<file path="src/rtl/approx_mult_pkg.sv">
// Shared defaults, state encoding and helpers for the approximate-multiplier
// product accumulator.
package approx_mult_pkg;

    localparam int unsigned DEF_N  = 32;
    localparam int unsigned DEF_PW = 2 * DEF_N;
    localparam int unsigned DEF_GW = 8;
    localparam int unsigned DEF_AW = DEF_PW + DEF_GW;
    localparam int unsigned DEF_CW = 16;

    typedef enum logic {
        ACCUM = 1'b0,
        HOLD  = 1'b1
    } state_t;

    // Increment that sticks at max_val instead of wrapping.
    function automatic logic [31:0] sat_inc(input logic [31:0] value,
                                            input logic [31:0] max_val);
        return (value >= max_val) ? max_val : value + 32'd1;
    endfunction

endpackage

</file>
<file path="src/rtl/approx_prod_accum.sv">
// Frame accumulator for 64-bit multiplier products: sums beats up to in_last and
// presents sum, saturating beat count and sticky carry-out on a registered output.
module approx_prod_accum
    import approx_mult_pkg::*;
#(
    parameter int unsigned N  = DEF_N,
    parameter int unsigned PW = 2 * N,
    parameter int unsigned GW = DEF_GW,
    parameter int unsigned AW = PW + GW,
    parameter int unsigned CW = DEF_CW
) (
    input  logic          clk,
    input  logic          rst,
    input  logic          in_valid,
    output logic          in_ready,
    input  logic [PW-1:0] in_prod,
    input  logic          in_last,
    output logic          out_valid,
    input  logic          out_ready,
    output logic [AW-1:0] out_acc,
    output logic [CW-1:0] out_count,
    output logic          out_ovf
);

    localparam logic [31:0] CNT_MAX = 32'((64'd1 << CW) - 64'd1);

    state_t        state;
    logic [AW-1:0] acc;
    logic [CW-1:0] cnt;
    logic          ovf;

    logic [AW:0]   sum;
    logic [CW-1:0] cnt_next;
    logic          ovf_next;

    // Extra top bit of the sum is the carry-out of the AW-bit add.
    always_comb begin
        sum      = {1'b0, acc} + {{(GW + 1){1'b0}}, in_prod};
        cnt_next = CW'(sat_inc(32'(cnt), CNT_MAX));
        ovf_next = ovf | sum[AW];
    end

    always_ff @(posedge clk) begin
        if (rst) begin
            state     <= ACCUM;
            acc       <= '0;
            cnt       <= '0;
            ovf       <= 1'b0;
            in_ready  <= 1'b1;
            out_valid <= 1'b0;
            out_acc   <= '0;
            out_count <= '0;
            out_ovf   <= 1'b0;
        end else begin
            unique case (state)
                ACCUM: begin
                    if (in_valid && in_ready) begin
                        acc <= sum[AW-1:0];
                        cnt <= cnt_next;
                        ovf <= ovf_next;
                        if (in_last) begin
                            out_acc   <= sum[AW-1:0];
                            out_count <= cnt_next;
                            out_ovf   <= ovf_next;
                            out_valid <= 1'b1;
                            in_ready  <= 1'b0;
                            state     <= HOLD;
                        end
                    end
                end
                HOLD: begin
                    // out_acc/out_count/out_ovf intentionally keep their values.
                    if (out_ready) begin
                        acc       <= '0;
                        cnt       <= '0;
                        ovf       <= 1'b0;
                        out_valid <= 1'b0;
                        in_ready  <= 1'b1;
                        state     <= ACCUM;
                    end
                end
                default: state <= ACCUM;
            endcase
        end
    end

endmodule
</file>
<file path="config.mk">
export PLATFORM = sky130hd
export DESIGN_NAME = approx_prod_accum
export DESIGN_NICKNAME = d
export VERILOG_FILES = /design/src/rtl/approx_mult_pkg.sv /design/src/rtl/approx_prod_accum.sv
export SDC_FILE = /design/constraint.sdc
export NUM_CORES = 1
export LEC_CHECK = 0
export BUFFER_PORTS_ARGS = -buffer_cell sky130_fd_sc_hd__buf_4
export CAP_MARGIN = 0
export CELL_PAD_IN_SITES_DETAIL_PLACEMENT = 2
export CELL_PAD_IN_SITES_GLOBAL_PLACEMENT = 2
export CORE_MARGIN = 2
export CORE_UTILIZATION = 34
export CTS_BUF_LIST = sky130_fd_sc_hd__clkbuf_8 sky130_fd_sc_hd__clkbuf_16
export CTS_CLUSTER_SIZE = 12
export DETAILED_ROUTE_END_ITERATION = 10
export PLACE_DENSITY = 0.82
export SKIP_CTS_REPAIR_TIMING = 1
export SLEW_MARGIN = 20
export SYNTH_ARGS = -nofsm -noshare
export SYNTH_HDL_FRONTEND = slang
export SYNTH_SLANG_ARGS = --single-unit
export TNS_END_PERCENT = 5
</file>
<file path="constraint.sdc">
create_clock -name clk -period 4.9 [get_ports clk]
set_clock_uncertainty 0.2 [all_clocks]
set_input_delay 0.98 -clock clk [delete_from_list [all_inputs] [get_ports clk]]
set_output_delay 0.98 -clock clk [all_outputs]
set_load 0.01 [all_outputs]
</file>
==> parameters.txt, run 1 <==
Parameter                              Value

Timing
  Post-Route Setup TNS ... 0 ps
  Final critical-path share of the clock period ... 0.855
  Worst max-slew margin expressed relative to the limit ... 0.478
  Slew @ Worst Pin ... roughly 780 ps
  RSZ-0062 raised after global routing ... no
  Clock period minus final worst setup slack ... 4190 ps
  Final setup margin ... 709 ps
  Count of endpoints failing hold in the final timing report ... 0
  Final number of setup-violating endpoints ... 0
  Highest Clock Rate ... 239 MHz
  Final Max Tran Viols ... 0

GRT
  Remaining Overflow, GRT ... 0
  Maximum number of pins on one net before global-route repair ... 65
  Antenna violations before repair ... 0
  Total GRT Usage ... 0.251
  Wire length of the first global-routing pass ... 66.6 mm
  Via count of the first global-routing pass ... 12000

Logic synthesis
  Dominant cell type by area after synthesis ... dfxtp_1
  Most instantiated library cell after synthesis ... nand2_1
  Count of distinct cell types in the synthesized netlist ... 85
  Post-synth design cell area ... 0.0110 mm2
  Synth area leaders ... dfxtp_1 (33%), a21oi_1 (7.9%), ha_1 (7.4%), nand2_1 (7.0%), nor2_1 (3.4%)
  Top cells by count, synth ... nand2_1 (205), dfxtp_1 (181), a21oi_1 (173)
  Mean Syn Cell Area ... 7.81 um2
  Number of enable flip-flop cells after synthesis ... 0
  Number of warnings issued by yosys ... 0
  Flip-flop and latch count after synthesis ... 181
  Fraction of registers with async set or reset after synthesis ... 0
  Share of the yosys chip area belonging to registers ... 0.329
  Top-area cell type share of the netlist area ... 0.329
  Gate count of the mapped netlist ... about 1400
  Main synth FF type ... dfxtp_1
  Post-Synthesis Net Count ... 1547

Clock tree
  Maximum level of the CTS H-tree ... 4
  Clock tree from TritonCTS ... built
  Largest buffer count on any clock path ... 2
  TritonCTS sink count ... 181
  Clock slew at reported path FFs ... 70 ps
  Clock latency at the later pin of the worst-skew pair ... 470 ps
  Buffer cell driving the clock tree root ... clkbuf_16
  Number of buffers added by the clock tree synthesis step ... 17

Drt
  Total wire length after detailed routing ... 41.9 mm
  Drt wl/cell ... 21.8 um
  Detailed-routed wire length on met3 ... 1.34 mm
  Vias per std cell ... about 5.8
  Highest metal layer with signal wires ... met4
  Met2 Routed Length ... around 21 mm
  DRC Markers ... 0
  Wire length the detailed router placed on met1 ... 18.9 mm
  Detail Route Antenna Nets ... 0
  Total via count in the routed design ... 11100
  Pre-Repair DR Iteration Count ... 5
  Detailed router's first-iteration violation count ... between 500 and 600

Finish
  Number of antenna repair diodes ... 0
  Layout-stage area growth over the synthesis result ... 18.4%
  Share of post-route cells with drive strength above 1 ... 0.166
  Count of nets after finishing ... around 1600
  Util after Layout ... 0.412

Flow run
  Max-cap violations ... 0

Pwr
  Proportion of power drawn by the clock network ... 0.308
  Logic gate share of total power ... 0.335
  Fraction of power consumed by sequential logic ... 0.357
  Cell internal power dissipation ... 0.00296 W
  Sw Ratio ... 0.381
  Net switching power ... 0.00182 W
  Pwr per Cell Area ... 366 mW/mm2
  Maximum ir drop on the vdd rail ... roughly 0.24 mV
  Static leakage ... 5.57 nW

Die
  Starting Density ... 0.348
  Die extent in y ... ~180 um
  Horizontal die dimension ... 184 um
  Row Count ... 65
  Die area ... ~0.034 mm2
  Core Area ... between 0.03 and 0.04 mm2
  Number of I/O pins ... 160

Placement
  Dpl hpwl ... approximately 30 mm
  Routability Congestion ... 0.861
  Minimum setup slack after placement ... 264 ps
  Input/output buffers ... approximately 160

Status
  Result of the run ... complete, no violations

Critical path
  Type of destination of the critical path ... flop
  Critical path class ... in2reg
  Endpoint required time on the critical path ... 5090 ps
  R2r setup slk ... between 900 and 1000 ps
  Critical path data arrival time ... 4380 ps
  Crit path max fanout ... 7
  Kind of launch point of the worst setup path ... input port

Worst hold path
  Hold crit path type ... reg2reg
==> sequential cells by signal, summed over array words and instances, names as in the netlist <==
register	flops
acc	72
cnt	16
in_ready	1
out_acc	72
out_count	16
out_ovf	1
out_valid	1
ovf	1
state	1
==> power groups by stage <==
stage	Clock [W]	Combinational (W)	Sequential [W]
floorplan	0	0.00104	0.00174
global placement	0	0.00152	0.00173
detailed placement	0	0.00157	0.00174
CTS	0.00150	0.00160	0.00171
global route	0.00156	0.00176	0.00173
finish	0.00147	0.00160	0.00171
==> through the flow <==
stage / total power (W) / instances / hold WS, ps / cell area, um2
floorplan: 0.00278 / 1412 / 229 / 11000
finish: 0.00478 / 1921 / 259 / 13100
global route: 0.00504 / 1921 / 285 / 13100
CTS: 0.00481 / 1921 / 262 / 13100
global placement: 0.00325 / 1889 / 241 / 12500
detailed placement: 0.00331 / 1889 / 252 / 12500
==> per-layer routing <==
metal	up-vias	track usage
li1	5270	-
met4	0	0.0893
met1	5569	0.314
met3	71	0.0335
met5	-	0
met2	228	0.439
==> critical path: stages <==
cell	delay (ps)
buf_4	80
ha_1	210
inv_1	70
fa_1	400
nor2b_1	220
o2111ai_1	190
a21oi_2	280
o21ai_1	120
a21oi_2	240
a31oi_2	240
o31ai_2	480
nor2_2	160
or4_1	520
a21oi_1	170
==> layout make-up <==
cell class	instances	area, um2
Fill cell	3617	18700
Multi-Input combinational cell	1112	6950
Sequential cell	181	3620
Timing Repair Buffer	174	1310
Tap cell	402	503
Clock buffer	18	439
Clock inverter	14	160
Inverter	20	75.1
==> final timing paths <==
check / endpoint / startpoint / depth (start not counted)
min reg2reg: out_acc[0] / out_acc[0] / 2
max: acc[68] / in_prod[0] / 14
min: out_acc[0] / out_acc[0] / 2
max reg2reg: acc[68] / acc[0] / 13
==> cells in the final DEF (no fill, tap or decap), types with 11 or more instances in the layout <==
cell / count
a21oi_1: 173
nor3_1: 22
xor2_1: 33
a21o_1: 41
nor2_1: 100
a31oi_1: 22
o21ai_0: 65
o21a_1: 11
buf_4: 174
clkbuf_16: 17
nand2b_1: 11
nand2_1: 204
inv_1: 20
a22o_1: 24
nand4_1: 27
ha_1: 65
a211oi_1: 19
o21bai_1: 13
dfxtp_1: 181
nand3_1: 62
xnor2_1: 43
and3_1: 18
==> cell families (layout without fill, tap and decap cells) <==
family | after synthesis | in the layout | synth area share
muxes | 4 | 4 | 0.00363
and+or+nand+nor | 504 | 504 | 0.212
AOI/OAI and AO/OA | 462 | 462 | 0.277
adders and majority gates | 66 | 66 | 0.0756
buffers and inverters | 119 | 226 | 0.0429
DFF | 181 | 181 | 0.329
xor gates and xnor gates | 76 | 76 | 0.0604
No activity file was read; power rests on OpenSTA's default activity.
==> run 2, diff against run 1 <==
- CORE_UTILIZATION: 34 -> 36
- CTS_BUF_LIST: sky130_fd_sc_hd__clkbuf_8 sky130_fd_sc_hd__clkbuf_16 -> sky130_fd_sc_hd__clkbuf_4 sky130_fd_sc_hd__clkbuf_8 sky130_fd_sc_hd__clkbuf_16
- PLACE_DENSITY: 0.82 -> 0.86
- REMOVE_ABC_BUFFERS: default -> 1
- clock period: 4.9 -> 5.3 ns (I/O delays scaled with it)
==> parameters.txt, run 2 (synthesized netlist as in run 1, its figures left out) <==
Parameter                              Value

Pwr
  Fraction of power consumed by sequential logic ... 0.364 (+0.007)
  Net switching power ... 0.00166 W (-8.8%)
  Cell internal power dissipation ... 0.00268 W (-9.2%)
  Sw Ratio ... 0.382 (+0.00107)
  Logic gate share of total power ... 0.333 (-0.002)
  Maximum ir drop on the vdd rail ... 0.219 mV (-9.1%)
  Pwr per Cell Area ... 334 mW/mm2 (-8.8%)
  Proportion of power drawn by the clock network ... 0.303 (-0.005)
  Static leakage ... 5.54 nW (-0.60%)

Timing
  Clock period minus final worst setup slack ... roughly 4200 ps
  Final number of setup-violating endpoints ... 0 (unchanged)
  Final critical-path share of the clock period ... 0.798
  Slew @ Worst Pin ... 978 ps (+194 ps)
  Highest Clock Rate ... between 200 and 250 MHz
  Count of endpoints failing hold in the final timing report ... 0 (unchanged)
  Post-Route Setup TNS ... 0 ps (unchanged)
  RSZ-0062 raised after global routing ... no
  Final Max Tran Viols ... 0 (unchanged)
  Worst max-slew margin expressed relative to the limit ... 0.347 (-0.131)
  Min Hold Slack ... 257 ps (-1.88 ps)

Critical path
  Type of destination of the critical path ... flop
  CP endpoint ... out_acc[60]
  Critical path class ... in2reg
  R2r setup slk ... 1380 ps (+440 ps)
  Critical path data arrival time ... 4400 ps (+20 ps)
  Crit path max fanout ... 5 (-2)
  R2r endpoint ... out_acc[60]
  Launching instance or port of the critical path ... in_prod[0]
  Worst-case reg-to-reg path depth ... 13 (unchanged)
  Kind of launch point of the worst setup path ... input port
  Endpoint required time on the critical path ... 5470 ps (+380 ps)
  Launch instance of the worst register-to-register path ... acc[0]

Drt
  Detailed router's first-iteration violation count ... 505 (+0.40%)
  Pre-Repair DR Iteration Count ... 5 (unchanged)
  Total wire length after detailed routing ... 40.1 mm (-4.4%)
  Detail Route Antenna Nets ... 0 (unchanged)
  DRC Markers ... 0 (unchanged)
  Vias per std cell ... 5.76 (-0.65%)
  Total via count in the routed design ... 11000 (-1.2%)
  Drt wl/cell ... 21.0 um (-3.9%)

Clock tree
  Buffer cell driving the clock tree root ... clkbuf_16
  Clock latency at the later pin of the worst-skew pair ... 460 ps (about the same)
  Maximum level of the CTS H-tree ... 4 (unchanged)
  Clock tree from TritonCTS ... built
  Largest buffer count on any clock path ... 2 (unchanged)
  Clock slew at reported path FFs ... 80 ps (about the same)
  TritonCTS sink count ... 181 (unchanged)
  Number of buffers added by the clock tree synthesis step ... 17 (unchanged)

Die
  Horizontal die dimension ... 179 um (-2.8%)
  Die area ... 0.0320 mm2 (-5.4%)
  Die extent in y ... 179 um (-2.8%)
  Core Area ... 0.0303 mm2 (-4.3%)
  Row Count ... 64 (-1.5%)
  Starting Density ... 0.363 (+0.0157)
  Number of I/O pins ... 160 (unchanged)

Placement
  Routability Congestion ... 0.863 (+0.30%)
  Area after detailed placement ... 0.0124 mm2 (-0.32%)
  DP Cell Count ... 1878 (-0.58%)
  Dpl hpwl ... 29.0 mm (-3.9%)
  Input/output buffers ... 159 (unchanged)

Status
  Result of the run ... complete, no violations

Finish
  Most common cell after layout, fill and taps aside ... nand2_1
  Layout-stage area growth over the synthesis result ... 18.1%
  Util after Layout ... 0.429 (+0.0173)
  Largest registers ... acc: 72 flops, out_acc: 72 flops
  Count of nets after finishing ... 1636 (-0.30%)
  Cell Count, Final, Fillers Out ... 1911 (-0.52%)
  Most frequent cells in the layout ... nand2_1 (204), dfxtp_1 (181), a21oi_1 (173)
  Share of post-route cells with drive strength above 1 ... 0.163 (-0.00275)
  Post-route standard cell area excluding fillers ... 0.0130 mm2 (-0.30%)

GRT
  Wire length of the first global-routing pass ... 64.7 mm (-2.9%)
  Total GRT Usage ... 0.256 (+0.00544)
  Via count of the first global-routing pass ... 11900 (-1.1%)
  Remaining Overflow, GRT ... 0 (unchanged)
  Maximum number of pins on one net before global-route repair ... 79 (+22%)
  Antenna violations before repair ... 2 (+2)

Flow run
  Max-cap violations ... 0 (unchanged)

Worst hold path
  Hold crit path type ... reg2reg
-- run 2: cell count changes in the layout (fill, tap and decap cells not counted), sizes merged --
cell,previous run,this run
diode,0,1
buf,174,169
clkinvlp,0,1
bufinv,1,0
clkbuf,18,17
clkinv,4,5
-- run 2: layer usage --
metal	track usage	routed length (um)	up-vias
met5	0	16	-
met4	0.0681	680	2
met3	0.0454	1810	44
met2	0.456	19800	177
met1	0.316	17800	5530
li1	-	-	5255
-- run 2: power groups by stage --
| stage | Combinational (W) | Clock [W] | Sequential [W] |
|---|---|---|---|
| CTS | 0.00145 | 0.00135 | 0.00158 |
| floorplan | 0.000923 | 0 | 0.00161 |
| finish | 0.00145 | 0.00132 | 0.00158 |
| detailed placement | 0.00143 | 0 | 0.00161 |
| global route | 0.00161 | 0.00140 | 0.00160 |
| global placement | 0.00137 | 0 | 0.00160 |
-- run 2: layout make-up --
type	instances	area, um2
clock buffer	17	425
inverter	20	75.1
multi-input combinational	1112	6950
sequential	181	3620
timing repair buffer	169	1270
clock inverter	15	173
antenna	1	2.50
fill	3494	17300
tap	396	495
-- run 2: through the flow --
| stage | power [W] | setup WS, ps |
|---|---|---|
| after global routing | 0.00460 | 851 |
| after floorplan | 0.00253 | 722 |
| after global placement | 0.00297 | 765 |
| final | 0.00434 | 1070 |
| after detailed placement | 0.00304 | 641 |
| after CTS | 0.00438 | 1110 |
-- run 2: how the worst min path moves through the flow --
stage	depth (start not counted)	slack, ps	start	end
6_report	2	260	out_acc[35]	out_acc[35]
5_1_grt	2	280	out_acc[28]	out_acc[28]
4_1_cts	2	260	out_acc[28]	out_acc[28]
3_5_place_dp	2	250	acc[23]	acc[23]
3_3_place_gp	2	240	acc[62]	acc[62]
2_1_floorplan	2	230	acc[17]	acc[17]
-- run 2: worst max-delay path, cell delays in order --
cell	delay, ps
buf_4	80
ha_1	200
inv_1	80
fa_1	400
nor2b_1	190
o2111ai_1	190
a21oi_2	260
nor3_2	130
a211oi_4	370
o21ai_2	150
and3_1	220
or3_4	400
or4_1	480
a31oi_1	180
==> run 3, diff against run 2 <==
- CORE_UTILIZATION: 36 -> 31
- PLACE_DENSITY: 0.86 -> 0.79
- clock period: 5.3 -> 3.6 ns (I/O delays scaled with it)
==> parameters.txt, run 3 (synthesized netlist as in run 1, its figures left out) <==
Parameter                              Value

Timing
  Final setup margin ... -20.6 ps (-1090 ps)
  Slew @ Worst Pin ... 782 ps (-195 ps)
  RSZ-0062 raised after global routing ... yes
  Clock period minus final worst setup slack ... about 3600 ps
  Highest Clock Rate ... 276 MHz
  Final Max Tran Viols ... 0 (unchanged)
  Worst max-slew margin expressed relative to the limit ... 0.474 (+0.127)
  Final number of setup-violating endpoints ... 1 (+1)
  Post-Route Setup TNS ... -20.6 ps (-20.6 ps)
  Min Hold Slack ... 262 ps (+5.61 ps)
  Final critical-path share of the clock period ... 1.01
  Count of endpoints failing hold in the final timing report ... 0 (unchanged)

Critical path
  Critical path class ... reg2reg
  Type of destination of the critical path ... flop
  Endpoint required time on the critical path ... 3780 ps (-1690 ps)
  Crit path max fanout ... 2 (-3)
  Critical path data arrival time ... 3800 ps (-600 ps)
  Kind of launch point of the worst setup path ... flop

Clock tree
  Number of buffers added by the clock tree synthesis step ... 17 (unchanged)
  Largest buffer count on any clock path ... 2 (unchanged)
  Clock latency at the later pin of the worst-skew pair ... 470 ps (about the same)
  Clock slew at reported path FFs ... 80 ps (about the same)
  Buffer cell driving the clock tree root ... clkbuf_16
  Maximum level of the CTS H-tree ... 4 (unchanged)
  Clock tree from TritonCTS ... built
  TritonCTS sink count ... 181 (unchanged)

Drt
  DRC Markers ... 0 (unchanged)
  Detail Route Antenna Nets ... 0 (unchanged)
  Total wire length after detailed routing ... 44.9 mm (+12%)
  Detailed router's first-iteration violation count ... 432 (-14%)
  Total via count in the routed design ... 11800 (+7.0%)
  Drt wl/cell ... 20.7 um (-1.4%)
  Vias per std cell ... 5.43 (-5.7%)
  Pre-Repair DR Iteration Count ... 4 (-1)

Pwr
  Total power draw ... 0.00697 W (+60%)
  Maximum ir drop on the vdd rail ... 0.364 mV (+66%)
  Pwr per Cell Area ... 477 mW/mm2 (+43%)
  Static leakage ... 6.50 nW (+17%)

Status
  Violated checks ... setup timing
  Result of the run ... finished, violations left

Finish
  Most frequent cells in the layout ... buf_4 (361), nand2_1 (204), dfxtp_1 (181)
  Count of nets after finishing ... 1830 (+12%)
  Layout-stage area growth over the synthesis result ... 32.6%
  Number of antenna repair diodes ... 0 (-1)
  Number of fillers in the final layout ... 4102 (+17%)
  Most common cell after layout, fill and taps aside ... buf_4
  Share of post-route cells with drive strength above 1 ... 0.265 (+0.102)
  Util after Layout ... 0.414 (-0.0147)
  Post-route standard cell area excluding fillers ... 0.0146 mm2 (+12%)
  Largest registers ... acc: 72 flops, out_acc: 72 flops

Die
  Horizontal die dimension ... 193 um (+7.6%)
  Starting Density ... 0.312 (-0.0510)
  Die extent in y ... 193 um (+7.6%)
  Number of I/O pins ... 160 (unchanged)
  Row Count ... 69 (+7.8%)
  Die area ... 0.0371 mm2 (+16%)
  Core Area ... 0.0353 mm2 (+16%)

Worst hold path
  Hold crit path type ... reg2reg

GRT
  Via count of the first global-routing pass ... 13100 (+10%)
  Wire length of the first global-routing pass ... 70.9 mm (+9.6%)
  Maximum number of pins on one net before global-route repair ... 62 (-22%)
  Remaining Overflow, GRT ... 0 (unchanged)
  Total GRT Usage ... 0.245 (-0.0113)
  Antenna violations before repair ... 2 (unchanged)

Placement
  Routability Congestion ... 0.863 (about the same)
  Dpl hpwl ... 33.8 mm (+17%)
  Area after detailed placement ... 0.0140 mm2 (+12%)
  Input/output buffers ... 159 (unchanged)

Flow run
  Max-cap violations ... 0 (unchanged)
==> run 3: through the flow <==
stage	std cells	setup slack, ps
2_1_floorplan	1313	-638
3_3_place_gp	2136	-462
5_1_grt	2169	-91.9
4_1_cts	2168	-139
3_5_place_dp	2136	-574
6_report	2169	-20.6
==> run 3: critical path: stages, from the launching register on <==
cell and delay, ps:
dfxtp_1 340, ha_1 170, inv_1 60, fa_2 380
nor2b_4 140, o2111ai_2 140, a21oi_2 250, nor3_2 100
a211oi_4 340, o21ai_2 150, and3_4 210, or3_4 380
or4_1 490, a31oi_1 180
==> run 3: path summary, 6_finish.rpt <==
check                    from     endpoint  slack (ps)  cells past startpoint
setup / recovery       acc[0]  out_acc[60]         -20                     13
hold / removal    out_acc[53]  out_acc[53]         260                      2
setup reg to reg       acc[0]  out_acc[60]         -20                     13
hold reg to reg   out_acc[53]  out_acc[53]         260                      2
==> run 3: where the power goes <==
part / leakage (nW) / internal (W) / switching, W
Sequential: 1.48 / 0.00220 / 0.000122
Combinational: 4.74 / 0.00117 / 0.00149
Clock: 0.287 / 0.00102 / 0.000970
Total: 6.50 / 0.00439 / 0.00258
==> run 3: cell type report <==
| cell class | instances | area, um2 | area share |
|---|---|---|---|
| clock buffers | 19 | 453 | 0.0310 |
| clock inverters | 13 | 136 | 0.00933 |
| inverters | 20 | 75.1 | 0.00513 |
| multi-input cells | 1112 | 7010 | 0.479 |
| flip-flops and latches | 181 | 3620 | 0.248 |
| well taps | 461 | 577 | 0.0394 |
| repair buffers | 363 | 2750 | 0.188 |
==> run 3: routing by layer <==
layer	vias to the layer above	wire length (um)	global-route usage
li1	5637	-	-
met2	208	22200	0.442
met1	5861	19600	0.288
met3	71	1990	0.0524
met5	-	26	0
met4	4	1030	0.0772
